## config.mk

```make
export PLATFORM = sky130hd
export DESIGN_NAME = uart_baud_gen
export DESIGN_NICKNAME = d
export VERILOG_FILES = /design/src/rtl/uart_baud_gen.sv
export SDC_FILE = /design/constraint.sdc
export NUM_CORES = 1
export LEC_CHECK = 0
export CORE_UTILIZATION = 60
export CTS_CLUSTER_DIAMETER = 120
export DETAILED_ROUTE_END_ITERATION = 16
export DONT_BUFFER_PORTS = 1
export PLACE_DENSITY = 0.83
export SLEW_MARGIN = 15
export SYNTH_ARGS = -nofsm -noshare
export SYNTH_HDL_FRONTEND = slang
export SYNTH_SLANG_ARGS = --single-unit
export TNS_END_PERCENT = 20
```

## constraint.sdc

```tcl
create_clock -name clk_12mhz -period 9.05 [get_ports clk_12mhz]
set_clock_uncertainty 0.2 [all_clocks]
set_input_delay 1.3575 -clock clk_12mhz [delete_from_list [all_inputs] [get_ports clk_12mhz]]
set_output_delay 1.3575 -clock clk_12mhz [all_outputs]
set_load 0.1 [all_outputs]
```

## src/rtl/uart_baud_gen.sv

```systemverilog
// rtl/uart_baud_gen.sv - fractional-N UART baud generator with oversample, mid-bit and bit-boundary strobes
module uart_baud_gen #(
    parameter int DIV_WIDTH        = 16,
    parameter int FRAC_WIDTH       = 4,
    parameter int OVERSAMPLE       = 16,
    parameter int DEFAULT_DIV_INT  = 78,
    parameter int DEFAULT_DIV_FRAC = 2
) (
    input  logic                  clk_12mhz,
    input  logic                  rst_n,
    input  logic                  en,
    input  logic                  sync_clr,
    input  logic                  cfg_load,
    input  logic [DIV_WIDTH-1:0]  cfg_div_int,
    input  logic [FRAC_WIDTH-1:0] cfg_div_frac,
    output logic                  os_tick,
    output logic                  mid_tick,
    output logic                  baud_tick,
    output logic                  baud_clk,
    output logic                  cfg_pending
);

    localparam int OS_W = $clog2(OVERSAMPLE);

    logic [DIV_WIDTH-1:0]  div_int_r;
    logic [FRAC_WIDTH-1:0] div_frac_r;
    logic [DIV_WIDTH-1:0]  pend_int;
    logic [FRAC_WIDTH-1:0] pend_frac;
    logic [DIV_WIDTH-1:0]  cnt;
    logic [FRAC_WIDTH-1:0] acc;
    logic [OS_W-1:0]       os_cnt;
    logic                  run;

    logic [DIV_WIDTH-1:0]  eff_int;
    logic [FRAC_WIDTH-1:0] acc_sum;
    logic                  carry;
    logic [DIV_WIDTH:0]    period_m1;
    logic                  clr;
    logic                  period_end;
    logic                  os_mid;
    logic                  os_last;
    logic                  boundary;

    always_comb begin
        eff_int            = (div_int_r == '0) ? DIV_WIDTH'(1) : div_int_r;
        {carry, acc_sum}   = {1'b0, acc} + {1'b0, div_frac_r};
        period_m1          = {1'b0, eff_int} + {{DIV_WIDTH{1'b0}}, carry} - (DIV_WIDTH+1)'(1);
        clr                = ~en | sync_clr;
        // run delays counting by one edge so the first period spans exactly P cycles after enable
        period_end         = run & ~clr & ({1'b0, cnt} == period_m1);
        os_mid             = (os_cnt == OS_W'(OVERSAMPLE/2 - 1));
        os_last            = (os_cnt == OS_W'(OVERSAMPLE - 1));
        boundary           = period_end & os_last;
    end

    always_ff @(posedge clk_12mhz or negedge rst_n) begin
        if (!rst_n) begin
            div_int_r   <= DIV_WIDTH'(DEFAULT_DIV_INT);
            div_frac_r  <= FRAC_WIDTH'(DEFAULT_DIV_FRAC);
            pend_int    <= '0;
            pend_frac   <= '0;
            cfg_pending <= 1'b0;
            cnt         <= '0;
            acc         <= '0;
            os_cnt      <= '0;
            run         <= 1'b0;
            os_tick     <= 1'b0;
            mid_tick    <= 1'b0;
            baud_tick   <= 1'b0;
            baud_clk    <= 1'b0;
        end else begin
            run       <= ~clr;
            os_tick   <= period_end;
            mid_tick  <= period_end & os_mid;
            baud_tick <= boundary;

            if (clr) begin
                cnt      <= '0;
                acc      <= '0;
                os_cnt   <= '0;
                baud_clk <= 1'b0;
            end else if (run) begin
                if (period_end) begin
                    cnt    <= '0;
                    acc    <= acc_sum;
                    os_cnt <= os_cnt + OS_W'(1);
                    if (os_mid)
                        baud_clk <= 1'b1;
                    if (os_last)
                        baud_clk <= 1'b0;
                end else begin
                    cnt <= cnt + DIV_WIDTH'(1);
                end
            end

            // later assignments win: a load on the apply edge stays pending for the next boundary
            if (cfg_load && !en) begin
                div_int_r   <= cfg_div_int;
                div_frac_r  <= cfg_div_frac;
                acc         <= '0;
                cfg_pending <= 1'b0;
            end else begin
                if (cfg_pending && (clr || boundary)) begin
                    div_int_r   <= pend_int;
                    div_frac_r  <= pend_frac;
                    acc         <= '0;
                    cfg_pending <= 1'b0;
                end
                if (cfg_load) begin
                    pend_int    <= cfg_div_int;
                    pend_frac   <= cfg_div_frac;
                    cfg_pending <= 1'b1;
                end
            end
        end
    end

endmodule

```

* Word-level counts from Yosys, hierarchy flattened *
Index checks and enable logic that the tools add are counted.

operators by class
  divide/modulo/power cells = 0
  $add $sub $neg = 5
  shifts and indexed selects = 0
  multiplexer cells = 24
  multipliers = 0
  equality and inequality tests = 3
  order comparisons = 0
  reductions and logical operators = 16
  bitwise operators = 8

operator list
  kind                                                  count
  two-way mux 16 bit                                    6
  two-way mux 4 bit                                     10
  adder 16 x 1 -> 17 bit                                1
  equality test 16 x 17 -> 1 bit                        1
  subtractor 17 x 1 -> 17 bit (second input constant)   1
  adder 16 x 1 -> 16 bit (second input constant)        1
  logical NOT 16 bit                                    1
  two-way mux 1 bit                                     8
  nonzero test 4 bit                                    2
  AND reduction 2 bit                                   3
  nonzero test 2 bit                                    3
  nonzero test 3 bit                                    2
  adder 4 x 4 -> 5 bit                                  1
  adder 4 x 1 -> 4 bit (second input constant)          1
  bitwise AND 1 bit                                     4
  equality test 4 x 3 -> 1 bit (second input constant)  1
  equality test 4 bit (second input constant)           1
  inverter 1 bit                                        3
  AND reduction 3 bit                                   1
  logical AND 1 bit                                     2
  logical NOT 1 bit                                     1
  logical OR 1 bit                                      1
  OR 1 bit                                              1

word-level totals
  input port bits = 25
  bits in latches = 0
  memories kept = 0
  RAM bits = 0
  register bits = 70
  ROM bits = 0

* Depth between registers and ports, before layout *
  depth in word-level cells = 12
  gate-level depth with buffers = 18
  depth with buffers taken out = 16

* Worst setup path after synthesis *
OpenSTA, ideal clock, no wires.

  path kind = register -> register
  start point = reg div_int_r[2]
  end point = reg div_frac_r[0]
  arrival time = 3.837 ns
  setup slack = 4.888 ns
  data required time = 8.725 ns
  stages on the path, launching flop included = 16
  clock period less this slack = 4.162 ns
  setup time = 0.125 ns
  buffers on the path = 2
  cells stage by stage = dfstp_2 > or4_4 > nor4b_4 > a21oi_1 > ha_1 > ha_1 > xor2_1 > and4_1 > o311ai_0 > nor4_1 > nand4_1 > nor4_2 > o22a_1 > buf_6 > buf_12 > mux2_4

on the way
  cells in the longest elaborated chain, start to end = 10

ends and longest elaborated chain
  item                                   RTL line  text
  from (decl)                            25        logic [DIV_WIDTH-1:0] div_int_r;
  from (signal assigned)                 58        div_int_r <= DIV_WIDTH'(DEFAULT_DIV_INT);
  from (signal assigned)                 98        div_int_r <= cfg_div_int;
  from (signal assigned)                 104       div_int_r <= pend_int;
  logical NOT 16 bit                     45        eff_int = (div_int_r == '0) ? DIV_WIDTH'(1) : div_int_r;
  two-way mux 16 bit *                   45
  adder 16 x 1 -> 17 bit *               47        period_m1 = {1'b0, eff_int} + {{DIV_WIDTH{1'b0}}, carry} - (DIV_WIDTH+1)'(1);
  subtractor 17 x 1 -> 17 bit *          47
  equality test 16 x 17 -> 1 bit *       50        period_end = run & ~clr & ({1'b0, cnt} == period_m1);
  bitwise AND 1 bit *                    50
  bitwise AND 1 bit *                    53        boundary = period_end & os_last;
  named net boundary                     42        logic boundary;
  logical OR 1 bit *                     103       if (cfg_pending && (clr || boundary)) begin
  logical AND 1 bit *                    103
  nonzero test 2 bit (no source line) *  -
  to (signal assigned)                   59        div_frac_r <= FRAC_WIDTH'(DEFAULT_DIV_FRAC);
  to (signal assigned)                   99        div_frac_r <= cfg_div_frac;
  to (signal assigned)                   105       div_frac_r <= pend_frac;
  to (decl)                              26        logic [FRAC_WIDTH-1:0] div_frac_r;

The timed path passes the listed nets; every way through them passes the cells marked *.
A chain may end at the register's enable or synchronous reset.

* Worst setup path after layout *
  start point = reg div_int_r[2]
  end point = reg div_int_r[8]

on the way
  cells in the longest elaborated chain, start to end = 10

ends and longest elaborated chain
  item                                   RTL line
  logical NOT 16 bit                     45
  two-way mux 16 bit *                   45
  adder 16 x 1 -> 17 bit *               47
  subtractor 17 x 1 -> 17 bit *          47
  equality test 16 x 17 -> 1 bit *       50
  bitwise AND 1 bit *                    50
  bitwise AND 1 bit *                    53
  named net boundary                     42
  logical OR 1 bit *                     103
  logical AND 1 bit *                    103
  nonzero test 2 bit (no source line) *  -

Marks and branches as above.

==> impl_results.md <==
- Post-synthesis async set-or-reset flop share: 100%
- Xor and xnor area share after synthesis: 8.17%
- Yosys top cell by area: dfrtp_1
- CTS Hold Bufs: 0
- Largest family of logic cells by synthesized area: multiplexers
- Simple-Gate Fraction of Synth Area: 16.6%
- Status: finished clean
- TritonCTS buffer count: 9
- Post-synth design cell area: 0.00397 mm²
- Antenna Cells: 0
- Die H: 83.3 µm
- CTS max path bufs: 2
- Drt drc: 0
- Top cell type's share of synthesized area: 41.0%
- Htree depth: 3
- Worst Path Arrival: 4.77 ns
- Final Cycle Share: 52.4%
- Synthesized Nets: 387
- R2R setup slack: 4.30 ns
- Final net count: 381
- Port Buffers: 0
- Reg2reg path depth: 14
- Slew HR: 28.5%
- Core region area: 0.00635 mm²
- RR Endpoint: div_int_r[8]
- Maxcap violations: 0
- Via count: 2619
- Most frequent cells in the layout: 65 x dfrtp_1, 37 x mux2_2, 26 x nor2_1
- Hold Vio Cnt, Final: 0
- Floorplan row count: 29
- Clk_lat worst skew: 0.35 ns
- Final min period: 4.75 ns
- Area after DPL: 0.00397 mm²
- Clock sinks: 70
- Clock slew at reported path FFs: 0.07 ns
- TritonCTS clock tree: done
- CP max FO: 24
- FILL cells: 460
- Fmax: 211 MHz
- Post-synth EDFFs: 0
- Compound-cell area share of the yosys netlist: 5.77%
- Critical path's slowest cell: or4_4
- Largest net degree at the start of global routing: 71
- Final HPWL DP: 5410 µm
- DRT iter0 DRCs: 172
- Share of post-route cells with drive strength above 1: 24.2%
- Sequential-to-total area share from yosys stat: 44.3%
- Prevailing post-synth register cell: dfrtp_1
- RSZ-0062 raised after global routing: false
- Post-Syn Area per Cell: 11.2 µm²
- Peak supply drop: 0.129 mV
- Die Footprint: 0.00694 mm²
- Final TNS setup: 0 ns
- Post-CTS sizing: 0
- Postcts setup bufs: 0
- Endpoints failing setup: 0
- Adder-Cell Fraction of Synth Area: 3.03%
- Crit Path Category: reg2reg
- Detail Route Antenna Nets: 0
- Area growth, synth to finish: 4.83%
- HP Class: reg2reg
- Vias per cell: 6.12
- CP cell instances: or4_4 -> nor4b_4 -> a21oi_1 -> ha_1 -> ha_1 -> nor3b_1 -> xnor2_1 -> o311ai_0 -> nor4_1 -> nand4_1 -> nor4_2 -> o22a_1 -> buf_4 -> mux2_1
- Critical path's most frequent cell: ha_1
- Die W: 83.3 µm
- Synth cell types: 58
- Mux cell area share after synthesis: 18.3%
- Total gr overflow: 0
- Critical Path Source: div_int_r[2]
- Io pins: 30
- Yosys warning total: 0
- Root buf cell: clkbuf_8
- Leakage: 0.00174 µW
- Power per Cell Area: 197 mW/mm²
- Initial Util: 62.4%
- Iteration count of the initial detailed-routing pass: 5
- Finished Cell Area: 0.00416 mm²
- Slew @ Worst Pin: 1.07 ns
- Register bit total from synthesis: 70
- WL final: 7690 µm
- GRT Overall Usage: 24.3%
- Largest cells by area after synthesis: dfrtp_1 41%, mux2_2 11%, mux2_4 4.9%, xor2_1 4.6%, xnor2_1 3.5%
- Initial antenna violation count: 0
- R2r startpoint: div_int_r[2]
- Crit. End Element: register
- Hold path start: pend_int[2]
- Routability-driven placement congestion ratio: 0.872
- Critical path destination: div_int_r[8]
- Commonest non-fill, non-tap cell in the layout: dfrtp_1
- Max stage delay on crit path: 0.58 ns
- Avg WL per Cell: 18.0 µm
- Critical path required time: 9.08 ns
- Vias in the first global route: 2761
- First-pass GRT wire length: 13300 µm
- Type of origin of the critical path: register
- Slew Limit Fails: 0
- Syn Inst Count: 353
per-layer routing:
layer	routed length, µm	GRT usage [%]	vias to the layer above
li1	-	-	1246
met1	3370	31.9	1252
met2	3670	38.7	105
met3	506	6.56	16
met4	149	9.25	0
met5	0	0	-
cell families after synthesis:
kind of cell,after synthesis
AOI/OAI and AO/OA,35
xor gates and xnor gates,37
adders and majority gates,9
buffers and inverters,30
DFF,70
muxes,61
and+or+nand+nor,111
cell type report:
cell class              count  area [µm²]  area share [%]
flip-flops and latches     70        1760            42.3
multi-input cells         253        2060            49.6
clock inverters             4        47.5            1.14
repair buffers              1        7.51           0.181
inverters                  12        45.0            1.08
well taps                  77        96.3            2.32
clock buffers              11         141            3.40
report_power, final:
| part | switching, µW | leakage [µW] | total (µW) | internal, µW |
|---|---|---|---|---|
| combinational | 75.2 | 0.000766 | 166 | 90.9 |
| clock | 115 | 0.0000952 | 248 | 132 |
| sequential | 47.8 | 0.000881 | 403 | 355 |
cells in the mapped netlist, drive strengths merged, types with 4 or more instances:
cell type,n
nand2b,6
nand3,15
clkbuf,14
xnor2,16
a21oi,19
nor3,4
nand4,8
nor4,8
inv,12
buf,4
nor2,26
nand2,18
mux2,54
dfrtp,65
dfstp,5
mux2i,7
ha,8
xor2,21
how the worst min path moves through the flow:
stage | end | slack (ns) | depth (start not counted)
after CTS | pend_int[2] | 0.31 | 1
after global routing | pend_int[15] | 0.32 | 1
after floorplan | pend_frac[0] | 0.28 | 1
after global placement | pend_int[7] | 0.28 | 1
after detailed placement | pend_int[2] | 0.29 | 1
final | pend_int[2] | 0.30 | 1
metrics by stage:
step | hold slack [ns] | utilization (%) | std cells | power, µW | setup slack, ns
floorplan | 0.275 | - | 353 | 539 | 4.89
CTS | 0.308 | 65.5 | 428 | 818 | 4.36
global route | 0.320 | 65.5 | 428 | 854 | 4.00
detailed placement | 0.292 | 62.5 | 413 | 572 | 4.41
finish | 0.303 | 65.5 | 428 | 817 | 4.30
global placement | 0.282 | 62.5 | 413 | 564 | 4.59
flip-flops by register name, indices dropped and copies added, names as in the netlist, 4 cells and up:
| register | cells |
|---|---|
| acc | 4 |
| cnt | 16 |
| div_frac_r | 4 |
| div_int_r | 16 |
| os_cnt | 4 |
| pend_frac | 4 |
| pend_int | 16 |
critical path: cells and delay by family, from the launching register on:
family	cells	cell delay (ns)
muxes	1	0.37
DFF	1	0.41
buffers and inverters	1	0.35
AOI/OAI and AO/OA	3	0.53
xor gates and xnor gates	1	0.17
and+or+nand+nor	6	2.04
adders and majority gates	2	0.54
(Power assumes the default switching activity.)
